`src/rtl/ysyx_22041207_ifu_pkg.sv`:
```
// Shared types and constants for the ysyx_22041207 instruction fetch unit.
package ysyx_22041207_ifu_pkg;

  localparam int XLEN   = 64;
  localparam int INST_W = 32;

  localparam logic [XLEN-1:0]   IFU_RESET_PC = 64'h0000_0000_8000_0000;
  localparam logic [INST_W-1:0] IFU_NOP      = 32'h0000_0013;

  typedef enum logic [1:0] {
    IFU_IDLE = 2'd0,
    IFU_REQ  = 2'd1,
    IFU_WAIT = 2'd2
  } ifu_state_e;

  typedef struct packed {
    logic              misalign;
    logic [XLEN-1:0]   pc;
    logic [INST_W-1:0] inst;
  } ifu_entry_t;

endpackage

```
`src/rtl/ysyx_22041207_ifu_fifo.sv`:
```
// Synchronous FIFO for fetched {misalign, pc, inst} entries; flush beats push/pop.
module ysyx_22041207_ifu_fifo #(
  parameter  int DEPTH = 2,
  parameter  int W     = 8,
  localparam int AW    = $clog2(DEPTH),
  localparam int CW    = AW + 1
) (
  input  logic          clk,
  input  logic          rst_n,
  input  logic          flush_i,
  input  logic          push_i,
  input  logic [W-1:0]  data_i,
  input  logic          pop_i,
  output logic [W-1:0]  data_o,
  output logic          valid_o,
  output logic [CW-1:0] count_o
);

  logic [W-1:0]  mem_q [DEPTH];
  logic [AW-1:0] rd_q, wr_q;
  logic [CW-1:0] cnt_q;
  logic          do_push, do_pop;

  assign do_pop  = pop_i && (cnt_q != '0);
  // A push into a full FIFO is only legal when the head leaves in the same cycle.
  assign do_push = push_i && ((cnt_q != CW'(DEPTH)) || do_pop);

  always_ff @(posedge clk) begin
    if (!rst_n || flush_i) begin
      rd_q  <= '0;
      wr_q  <= '0;
      cnt_q <= '0;
    end else begin
      if (do_push) wr_q <= wr_q + AW'(1);
      if (do_pop)  rd_q <= rd_q + AW'(1);
      unique case ({do_push, do_pop})
        2'b10:   cnt_q <= cnt_q + CW'(1);
        2'b01:   cnt_q <= cnt_q - CW'(1);
        default: cnt_q <= cnt_q;
      endcase
    end
  end

  always_ff @(posedge clk) begin
    if (do_push) mem_q[wr_q] <= data_i;
  end

  assign data_o  = mem_q[rd_q];
  assign valid_o = (cnt_q != '0);
  assign count_o = cnt_q;

endmodule

```
`src/rtl/ysyx_22041207_ifu.sv`:
```
// Instruction fetch: owns the PC, one outstanding imem read, buffered output to decode.
// Optional YSYX_22041207_IFU_MISALIGN_EN: misaligned redirect yields a nop marker entry.
module ysyx_22041207_ifu
  import ysyx_22041207_ifu_pkg::*;
#(
  parameter logic [XLEN-1:0] RESET_PC   = IFU_RESET_PC,
  parameter int              FIFO_DEPTH = 2
) (
  input  logic              clk,
  input  logic              rst_n,
  input  logic              redirect_valid,
  input  logic [XLEN-1:0]   redirect_pc,
  output logic              imem_req_valid,
  input  logic              imem_req_ready,
  output logic [XLEN-1:0]   imem_req_addr,
  input  logic              imem_resp_valid,
  input  logic [INST_W-1:0] imem_resp_data,
  output logic              inst_valid,
  input  logic              inst_ready,
  output logic [INST_W-1:0] inst,
  output logic [XLEN-1:0]   inst_pc,
  output logic              fetch_misalign
);

  // state | meaning
  // IDLE  | no request in flight; issue when buffer has room, or emit marker
  // REQ   | request held on imem port until accepted
  // WAIT  | request accepted, waiting for its single response

  localparam int CW = $clog2(FIFO_DEPTH) + 1;
  localparam logic [CW-1:0] DEPTH_C = CW'(FIFO_DEPTH);

  ifu_state_e      state_q, state_d;
  logic [XLEN-1:0] pc_q, pc_d, addr_q, addr_d;
  logic            drop_q, drop_d, halt_q, halt_d, mark_q, mark_d;
  logic            push, flush, pop, fifo_valid;
  ifu_entry_t      push_entry, head;
  logic [CW-1:0]   fifo_cnt;
  logic [XLEN-1:0] redir_pc;
  logic            redir_mis;

`ifdef YSYX_22041207_IFU_MISALIGN_EN
  assign redir_pc  = redirect_pc;
  assign redir_mis = (redirect_pc[1:0] != 2'b00);
`else
  assign redir_pc  = redirect_pc & ~64'h3;
  assign redir_mis = 1'b0;
`endif

  always_ff @(posedge clk) begin
    if (!rst_n) begin
      state_q <= IFU_IDLE;
      pc_q    <= RESET_PC;
      addr_q  <= '0;
      drop_q  <= 1'b0;
      halt_q  <= 1'b0;
      mark_q  <= 1'b0;
    end else begin
      state_q <= state_d;
      pc_q    <= pc_d;
      addr_q  <= addr_d;
      drop_q  <= drop_d;
      halt_q  <= halt_d;
      mark_q  <= mark_d;
    end
  end

  always_comb begin
    state_d    = state_q;
    pc_d       = pc_q;
    addr_d     = addr_q;
    drop_d     = drop_q;
    halt_d     = halt_q;
    mark_d     = mark_q;
    push       = 1'b0;
    flush      = 1'b0;
    push_entry = '0;

    unique case (state_q)
      IFU_IDLE: begin
        if (mark_q) begin
          push       = 1'b1;
          push_entry = '{misalign: 1'b1, pc: pc_q, inst: IFU_NOP};
          mark_d     = 1'b0;
        end else if (!halt_q && (fifo_cnt < DEPTH_C)) begin
          state_d = IFU_REQ;
          addr_d  = pc_q;
        end
      end
      IFU_REQ: begin
        if (imem_req_ready) state_d = IFU_WAIT;
      end
      IFU_WAIT: begin
        if (imem_resp_valid) begin
          state_d = IFU_IDLE;
          drop_d  = 1'b0;
          if (!drop_q) begin
            push       = 1'b1;
            push_entry = '{misalign: 1'b0, pc: addr_q, inst: imem_resp_data};
            pc_d       = pc_q + 64'd4;
          end
        end
      end
      default: state_d = IFU_IDLE;
    endcase

    // A response consumed in the redirect cycle must not leave drop set,
    // otherwise the first fetch at the new target would be thrown away.
    if (redirect_valid) begin
      flush  = 1'b1;
      push   = 1'b0;
      pc_d   = redir_pc;
      halt_d = redir_mis;
      mark_d = redir_mis;
      if (state_q == IFU_IDLE) begin
        state_d = IFU_IDLE;
        addr_d  = addr_q;
      end else if ((state_q == IFU_WAIT) && imem_resp_valid) begin
        drop_d = 1'b0;
      end else begin
        drop_d = 1'b1;
      end
    end
  end

  assign pop = inst_valid && inst_ready && !redirect_valid;

  ysyx_22041207_ifu_fifo #(
    .DEPTH (FIFO_DEPTH),
    .W     ($bits(ifu_entry_t))
  ) u_fifo (
    .clk     (clk),
    .rst_n   (rst_n),
    .flush_i (flush),
    .push_i  (push),
    .data_i  (push_entry),
    .pop_i   (pop),
    .data_o  (head),
    .valid_o (fifo_valid),
    .count_o (fifo_cnt)
  );

  assign imem_req_valid = (state_q == IFU_REQ);
  assign imem_req_addr  = addr_q;
  assign inst_valid     = fifo_valid;
  assign inst           = fifo_valid ? head.inst : '0;
  assign inst_pc        = fifo_valid ? head.pc   : '0;
  assign fetch_misalign = fifo_valid && head.misalign;

endmodule

```
`config.mk`:
```
export PLATFORM = sky130hd
export DESIGN_NAME = ysyx_22041207_ifu
export DESIGN_NICKNAME = d
export VERILOG_FILES = /design/src/rtl/ysyx_22041207_ifu_pkg.sv /design/src/rtl/ysyx_22041207_ifu_fifo.sv /design/src/rtl/ysyx_22041207_ifu.sv
export SDC_FILE = /design/constraint.sdc
export NUM_CORES = 1
export LEC_CHECK = 0
export BUFFER_PORTS_ARGS = -buffer_cell sky130_fd_sc_hd__buf_2
export CAP_MARGIN = 30
export CORE_MARGIN = 4
export CORE_UTILIZATION = 43
export CTS_CLUSTER_DIAMETER = 30
export DETAILED_ROUTE_END_ITERATION = 16
export GPL_ROUTABILITY_DRIVEN = 0
export PLACE_DENSITY = 0.64
export SETUP_SLACK_MARGIN = 0.15
export SLEW_MARGIN = 25
export SYNTH_ARGS = -nofsm -noshare
export SYNTH_HDL_FRONTEND = slang
export SYNTH_SLANG_ARGS = --single-unit
```
`constraint.sdc`:
```
create_clock -name clk -period 6.8 [get_ports clk]
set_clock_uncertainty 0.1 [all_clocks]
set_input_delay 0 -clock clk [delete_from_list [all_inputs] [get_ports clk]]
set_output_delay 0 -clock clk [all_outputs]
set_load 0.03 [all_outputs]
```
Yosys cells after proc, flatten, opt, wreduce, memory -nomap -nowiden
Memories as Yosys holds them, arrays and structs flattened. A register that Yosys moved wholly into a read port is not among the register bits.
Cells that the tools add are included.
- muxes and demuxes: 34
- $add $sub $neg: 5
- equality and inequality tests: 7
- $lt $le $gt $ge: 1
- bitwise operators: 2
- reductions and logical operators: 18
- operators with widths (cell ; count):
    64-bit 2-to-1 mux ; 9
    96-bit 2-to-1 mux ; 3
    64-bit by 3-bit adder with 64-bit output (second input constant) ; 1
    32-bit 2-to-1 mux ; 1
    1-bit 2-to-1 mux ; 14
    2-bit 2-to-1 mux ; 5
    2-bit nonzero test ; 4
    2-bit inequality test (second input constant) ; 3
    2-bit case mux with 3 select lines ; 1
    3-bit AND reduction ; 2
    1-bit logical AND ; 5
    2-bit by 1-bit == test with 1-bit output (second input constant) ; 2
    2-bit == test (second input constant) ; 2
    2-bit case mux with 2 select lines ; 1
    1-bit adder (second input constant) ; 2
    2-bit by 1-bit adder with 2-bit output (second input constant) ; 1
    1-bit zero test ; 2
    2-bit zero test ; 1
    1-bit logical OR ; 2
    2-bit < comparator (second input constant) ; 1
    1-bit inverter ; 2
    2-bit OR reduction ; 1
    2-bit by 1-bit subtractor with 2-bit output (second input constant) ; 1
    1-bit logical AND (second input constant) ; 1
- input port bits: 102
- memory bits (writable): 192
- memories kept: 1
- bits in registers: 135
- logic and storage cells: 76
- memories (memory ; depth ; width ; read ports ; clocked after Yosys merged registers in ; write ports ; RTL line ; RTL):
    u_fifo.mem_q ; 2 ; 96 ; 1 ; 1 ; 1 ; ysyx_22041207_ifu_fifo.sv:19 ; logic [W-1:0] mem_q [DEPTH];

Logic depth before layout (Yosys ltp)
- depth in word-level cells: 8
- depth in mapped cells: 8
- depth with buffers taken out: 8

Modules after synthesis
A second synthesis with hierarchy kept.
- cells, all modules: 1305
- area total of the unflattened synthesis: 14712.9 um2
- by module, submodules not included (module ; cells each ; times used ; seq. area each (um2) ; area an instance (um2)):
    ysyx_22041207_ifu ; 973 ; 1 ; 2542.4 ; 7455.9
    ysyx_22041207_ifu_fifo ; 332 ; 1 ; 5925.7 ; 7257.0

Least setup slack after synthesis
Ideal clock, no wire load.
- path kind: reg2reg
- start: register state_q[1]
- end: memory u_fifo.mem_q[0][0] (netlist bit), enable pin
- setup slack: 1078 ps
- arrival: 5075 ps
- cell stages (with the launch flop): 6
- setup time: 547 ps
- path through: dfxtp_1 nand4bb_1 clkbuf_1 nor3_1 inv_1 nor2_1
- longest elaborated chain between the ends: 6
- ends and longest elaborated chain (item ; RTL line ; RTL):
    start: declaration ; ysyx_22041207_ifu.sv:33 ; ifu_state_e state_q, state_d;
    start signal: assignment ; ysyx_22041207_ifu.sv:59 ; state_q <= state_d;
    2-bit == test ; ysyx_22041207_ifu.sv:79 ; unique case (state_q)
    1-bit 2-to-1 mux ; - ;
    1-bit 2-to-1 mux ; ysyx_22041207_ifu.sv:109 ; if (redirect_valid) begin
    1-bit logical AND ; ysyx_22041207_ifu_fifo.sv:26 ; assign do_push = push_i && ((cnt_q != CW'(DEPTH)) || do_pop);
    1-bit 2-to-1 mux ; ysyx_22041207_ifu_fifo.sv:45 ; if (do_push) mem_q[wr_q] <= data_i;
    1-bit 2-to-1 mux (not written as such) ; ysyx_22041207_ifu_fifo.sv:45 ;
    end: declaration ; ysyx_22041207_ifu_fifo.sv:19 ;
Every way passes these cells.

Worst setup path after layout
- start: register state_q[1]
- end: register pc_q[31]
- longest elaborated chain between the ends: 3
- ends and longest elaborated chain (item ; RTL line ; RTL):
    2-bit == test ; ysyx_22041207_ifu.sv:79 ;
    2-bit nonzero test (no source line) ; - ;
    3-bit AND reduction (no source line) ; - ;
    end signal: assignment ; ysyx_22041207_ifu.sv:60 ; pc_q <= pc_d;
    end: declaration ; ysyx_22041207_ifu.sv:34 ; logic [XLEN-1:0] pc_q, pc_d, addr_q, addr_d;
Every way passes these cells.
A chain may end at the register's enable or synchronous reset.

==> results.json <==
{
  "status": "completed",
  "rsz0062_at_grt": "false",
  "rows": 65,
  "cts_resized": 0,
  "crit_family": "simple AND/OR/NAND/NOR gates",
  "synth_area_um2": 13800,
  "grt_usage": 0.208,
  "start_util": 0.437,
  "rr_worst_depth": 7,
  "setup_viol": 0,
  "seqPwrFrac": 0.379,
  "crit_buf_inv": 2,
  "power.density_nw_per_um2": 298,
  "drt_iter0_drc": 702,
  "routedWlPerCell_um": 18.0,
  "grt_pass1_vias": 10962,
  "area_growth_pct": 36.9,
  "setup-tns-final_ns": 0,
  "synth_edf_count": 188,
  "clock_power_share": 0.571,
  "drive_gt1_frac": 0.236,
  "reg2reg_from": "state_q[1]$_SDFF_PN0_",
  "cp.arrival_ns": 3.64,
  "placed_area_um2": 15500,
  "crit_path_max_incr_delay_ns": 0.69,
  "vias_per_cell": 5.25,
  "mostFrequentLayoutCells": "buf_2 (257), edfxtp_1 (188), nand2_1 (151)",
  "final_common_cell": "buf_2",
  "root_buffer": "clkbuf_16",
  "io_buffers": 257,
  "switching_power_w": 0.00122,
  "fillers": 2625,
  "clkSinkCount": 320,
  "power.internal_w": 0.00443,
  "power.leakage_nw": 6.98,
  "ios": 265,
  "fin_crit_sh": 0.482,
  "max_slew_margin": 0.397,
  "totalWireLength_um": 38000,
  "cts_tree": "yes",
  "htreeDepth": 2,
  "syn_avg_cell_area_um2": 10.7,
  "dpl.hpwl_um": 24200,
  "worst_setup_path_start_kind": "flip-flop",
  "fp.dieW_um": 187,
  "nNetsFinal": 1761,
  "max_freq_ghz": 0.305,
  "post_cts_buffers": 0,
  "dr.pass1.iters": 5,
  "die-area_um2": 35100,
  "ys_warn_count": 0,
  "postSynthCellCount": 1288,
  "synth_seq_area_share": 0.599,
  "route.antenna.remaining_nets": 0,
  "worst-path-stages": 7,
  "final_hold_viol_count": 0,
  "synthFlopType": "edfxtp_1",
  "cts_buffers": 61,
  "drc_errors": 0,
  "grt_max_degree": 94,
  "crit_path_end_kind": "flip-flop",
  "critPathKind": "reg2reg",
  "fp.dieH_um": 187,
  "power_switching_share": 0.216,
  "crit_chain": "nand4bb_1, buf_4, nor3_1, nand4_1, a221oi_1, a31oi_1, dlygate4sd3_1",
  "async_flop_share": 0,
  "gr-total-overflow": 0,
  "antenna_found_initial": 3,
  "ctsHoldBuffers": 116,
  "vias": 11108,
  "slowest_stage": "nor3_1",
  "critPathMaxFanout": 11,
  "worstHoldStart": "rst_n",
  "cts.clk_slew.worst_paths_ns": 0.05,
  "tightest_slew_ns": 0.904,
  "clockBufferDepth": 3,
  "startpoint": "state_q[1]$_SDFF_PN0_",
  "share_comb_of_total_power": 0.050,
  "slew_violations": 0,
  "min_path_type": "in2reg",
  "ys_ff_latch": 320,
  "core_um2": 31600,
  "max-cap-violations": 0,
  "vdd_ir_drop_max_v": 0.000192,
  "final_area_um2": 18900,
  "grt_pass1_wl_um": 59800,
  "fin_crit_ns": 3.28,
  "holdPathStages": 3,
  "synth_cell_type_count": 57,
  "clk-insertion-delay-late_ns": 0.58,
  "worstPathRequired_ns": 7.16
}
## synthesized netlist by cell type (2+ instances only)
cell / count / share of area
a211oi_1: 10 / 0.0054
a21oi_1: 87 / 0.031
a221oi_1: 2 / 0.0013
a311oi_1: 5 / 0.0032
a31oi_1: 9 / 0.0041
and2_1: 96 / 0.043
and3_1: 12 / 0.0054
and4_1: 10 / 0.0063
buf_1: 12 / 0.0033
buf_4: 5 / 0.0027
clkbuf_1: 71 / 0.019
dfxtp_1: 132 / 0.19
edfxtp_1: 188 / 0.41
ha_1: 2 / 0.0018
inv_1: 11 / 0.0030
mux2i_1: 97 / 0.070
nand2_1: 151 / 0.041
nand2b_1: 5 / 0.0023
nand3_1: 23 / 0.0083
nand4_1: 33 / 0.015
nor2_1: 136 / 0.037
nor2b_1: 4 / 0.0018
nor3_1: 19 / 0.0069
nor3b_1: 8 / 0.0043
nor4_1: 15 / 0.0068
nor4b_1: 9 / 0.0057
o2111ai_1: 2 / 0.0013
o211a_1: 2 / 0.0014
o21ai_0: 50 / 0.018
o311a_1: 2 / 0.0014
o31ai_1: 3 / 0.0016
or3_1: 9 / 0.0041
or4_1: 8 / 0.0043
or4_2: 2 / 0.0013
or4_4: 3 / 0.0024
xnor2_1: 22 / 0.014
xor2_1: 13 / 0.0082
## area by class of cell
class / count / area [um^2] / share of cell area
Antenna cell: 3 / 7.51 / 0.000396
Clock buffer: 70 / 1600 / 0.0845
Clock inverter: 45 / 649 / 0.0343
Inverter: 11 / 41.3 / 0.00218
Multi-Input combinational cell: 871 / 5190 / 0.274
Sequential cell: 320 / 8290 / 0.438
Tap cell: 402 / 503 / 0.0265
Timing Repair Buffer: 392 / 2670 / 0.141
## power by group through the flow
stage                     Clock, W  Combinational, W  Sequential, W
after detailed placement         0          0.000229        0.00218
after global routing       0.00338          0.000312        0.00214
final                      0.00322          0.000284        0.00214
after floorplan                  0          0.000121        0.00218
after global placement           0          0.000226        0.00217
after CTS                  0.00328          0.000285        0.00214
## metal layers
layer / part of all wire / GRT usage / up-vias
met5: 0 / 0 / -
met4: 0.018 / 0.0599 / 0
met3: 0.055 / 0.0399 / 54
met2: 0.47 / 0.336 / 332
met1: 0.45 / 0.288 / 5341
li1: - / - / 5381
## final timing paths
| check | slack [ns] | to |
|---|---|---|
| max | 3.52 | pc_q[31]$_SDFFE_PN1P_ |
| min | 0.03 | pc_q[63]$_SDFFE_PN0P_ |
| max reg2reg | 3.52 | pc_q[31]$_SDFFE_PN1P_ |
| min reg2reg | 0.37 | imem_req_addr[7]$_SDFFE_PN0P_ |
## state kept, by name, indices dropped and copies added, names as in the netlist, named ones only
signal / cells
u_fifo.mem_q: 188
imem_req_addr: 62
pc_q: 62
state_q: 2
u_fifo.count_o: 2
drop_q: 1
u_fifo.rd_q: 1
u_fifo.wr_q: 1
## per-stage QoR
step                      instances  total power (W)  utilization  hold slack, ns  setup slack (ns)
final                          2114          0.00565        0.599          0.0288              3.52
after floorplan                1292          0.00230            -          0.0427              1.08
after global placement         1875          0.00240        0.488           0.130              3.43
after detailed placement       1878          0.00240        0.490           0.140              3.87
after global routing           2114          0.00584        0.599          0.0609              3.25
after CTS                      2109          0.00570        0.598         0.00165              3.61
## worst reg2reg max path, delay by kind of cell (launching register included)
family / cells / cell delay, ns
flops: 1 / 0.50
buf+inv: 2 / 0.81
simple gates: 3 / 1.29
compound gates: 2 / 0.47
## kinds of logic (layout without fill, tap and decap cells)
kind of cell             count (synthesis)  after routing  share of synthesized area
AND/OR/NAND/NOR                        550            550                      0.202
flip-flops                             320            320                      0.599
AO/OA/AOI/OAI                          182            182                     0.0757
buffers and inverters                  101            518                     0.0294
multiplexers                            97             97                     0.0702
XOR/XNOR                                35             35                     0.0221
adder cells (fa/ha/maj)                  2              2                    0.00181
other                                    1              8                   0.000271
Note: power is estimated with default switching activity, not from simulation.
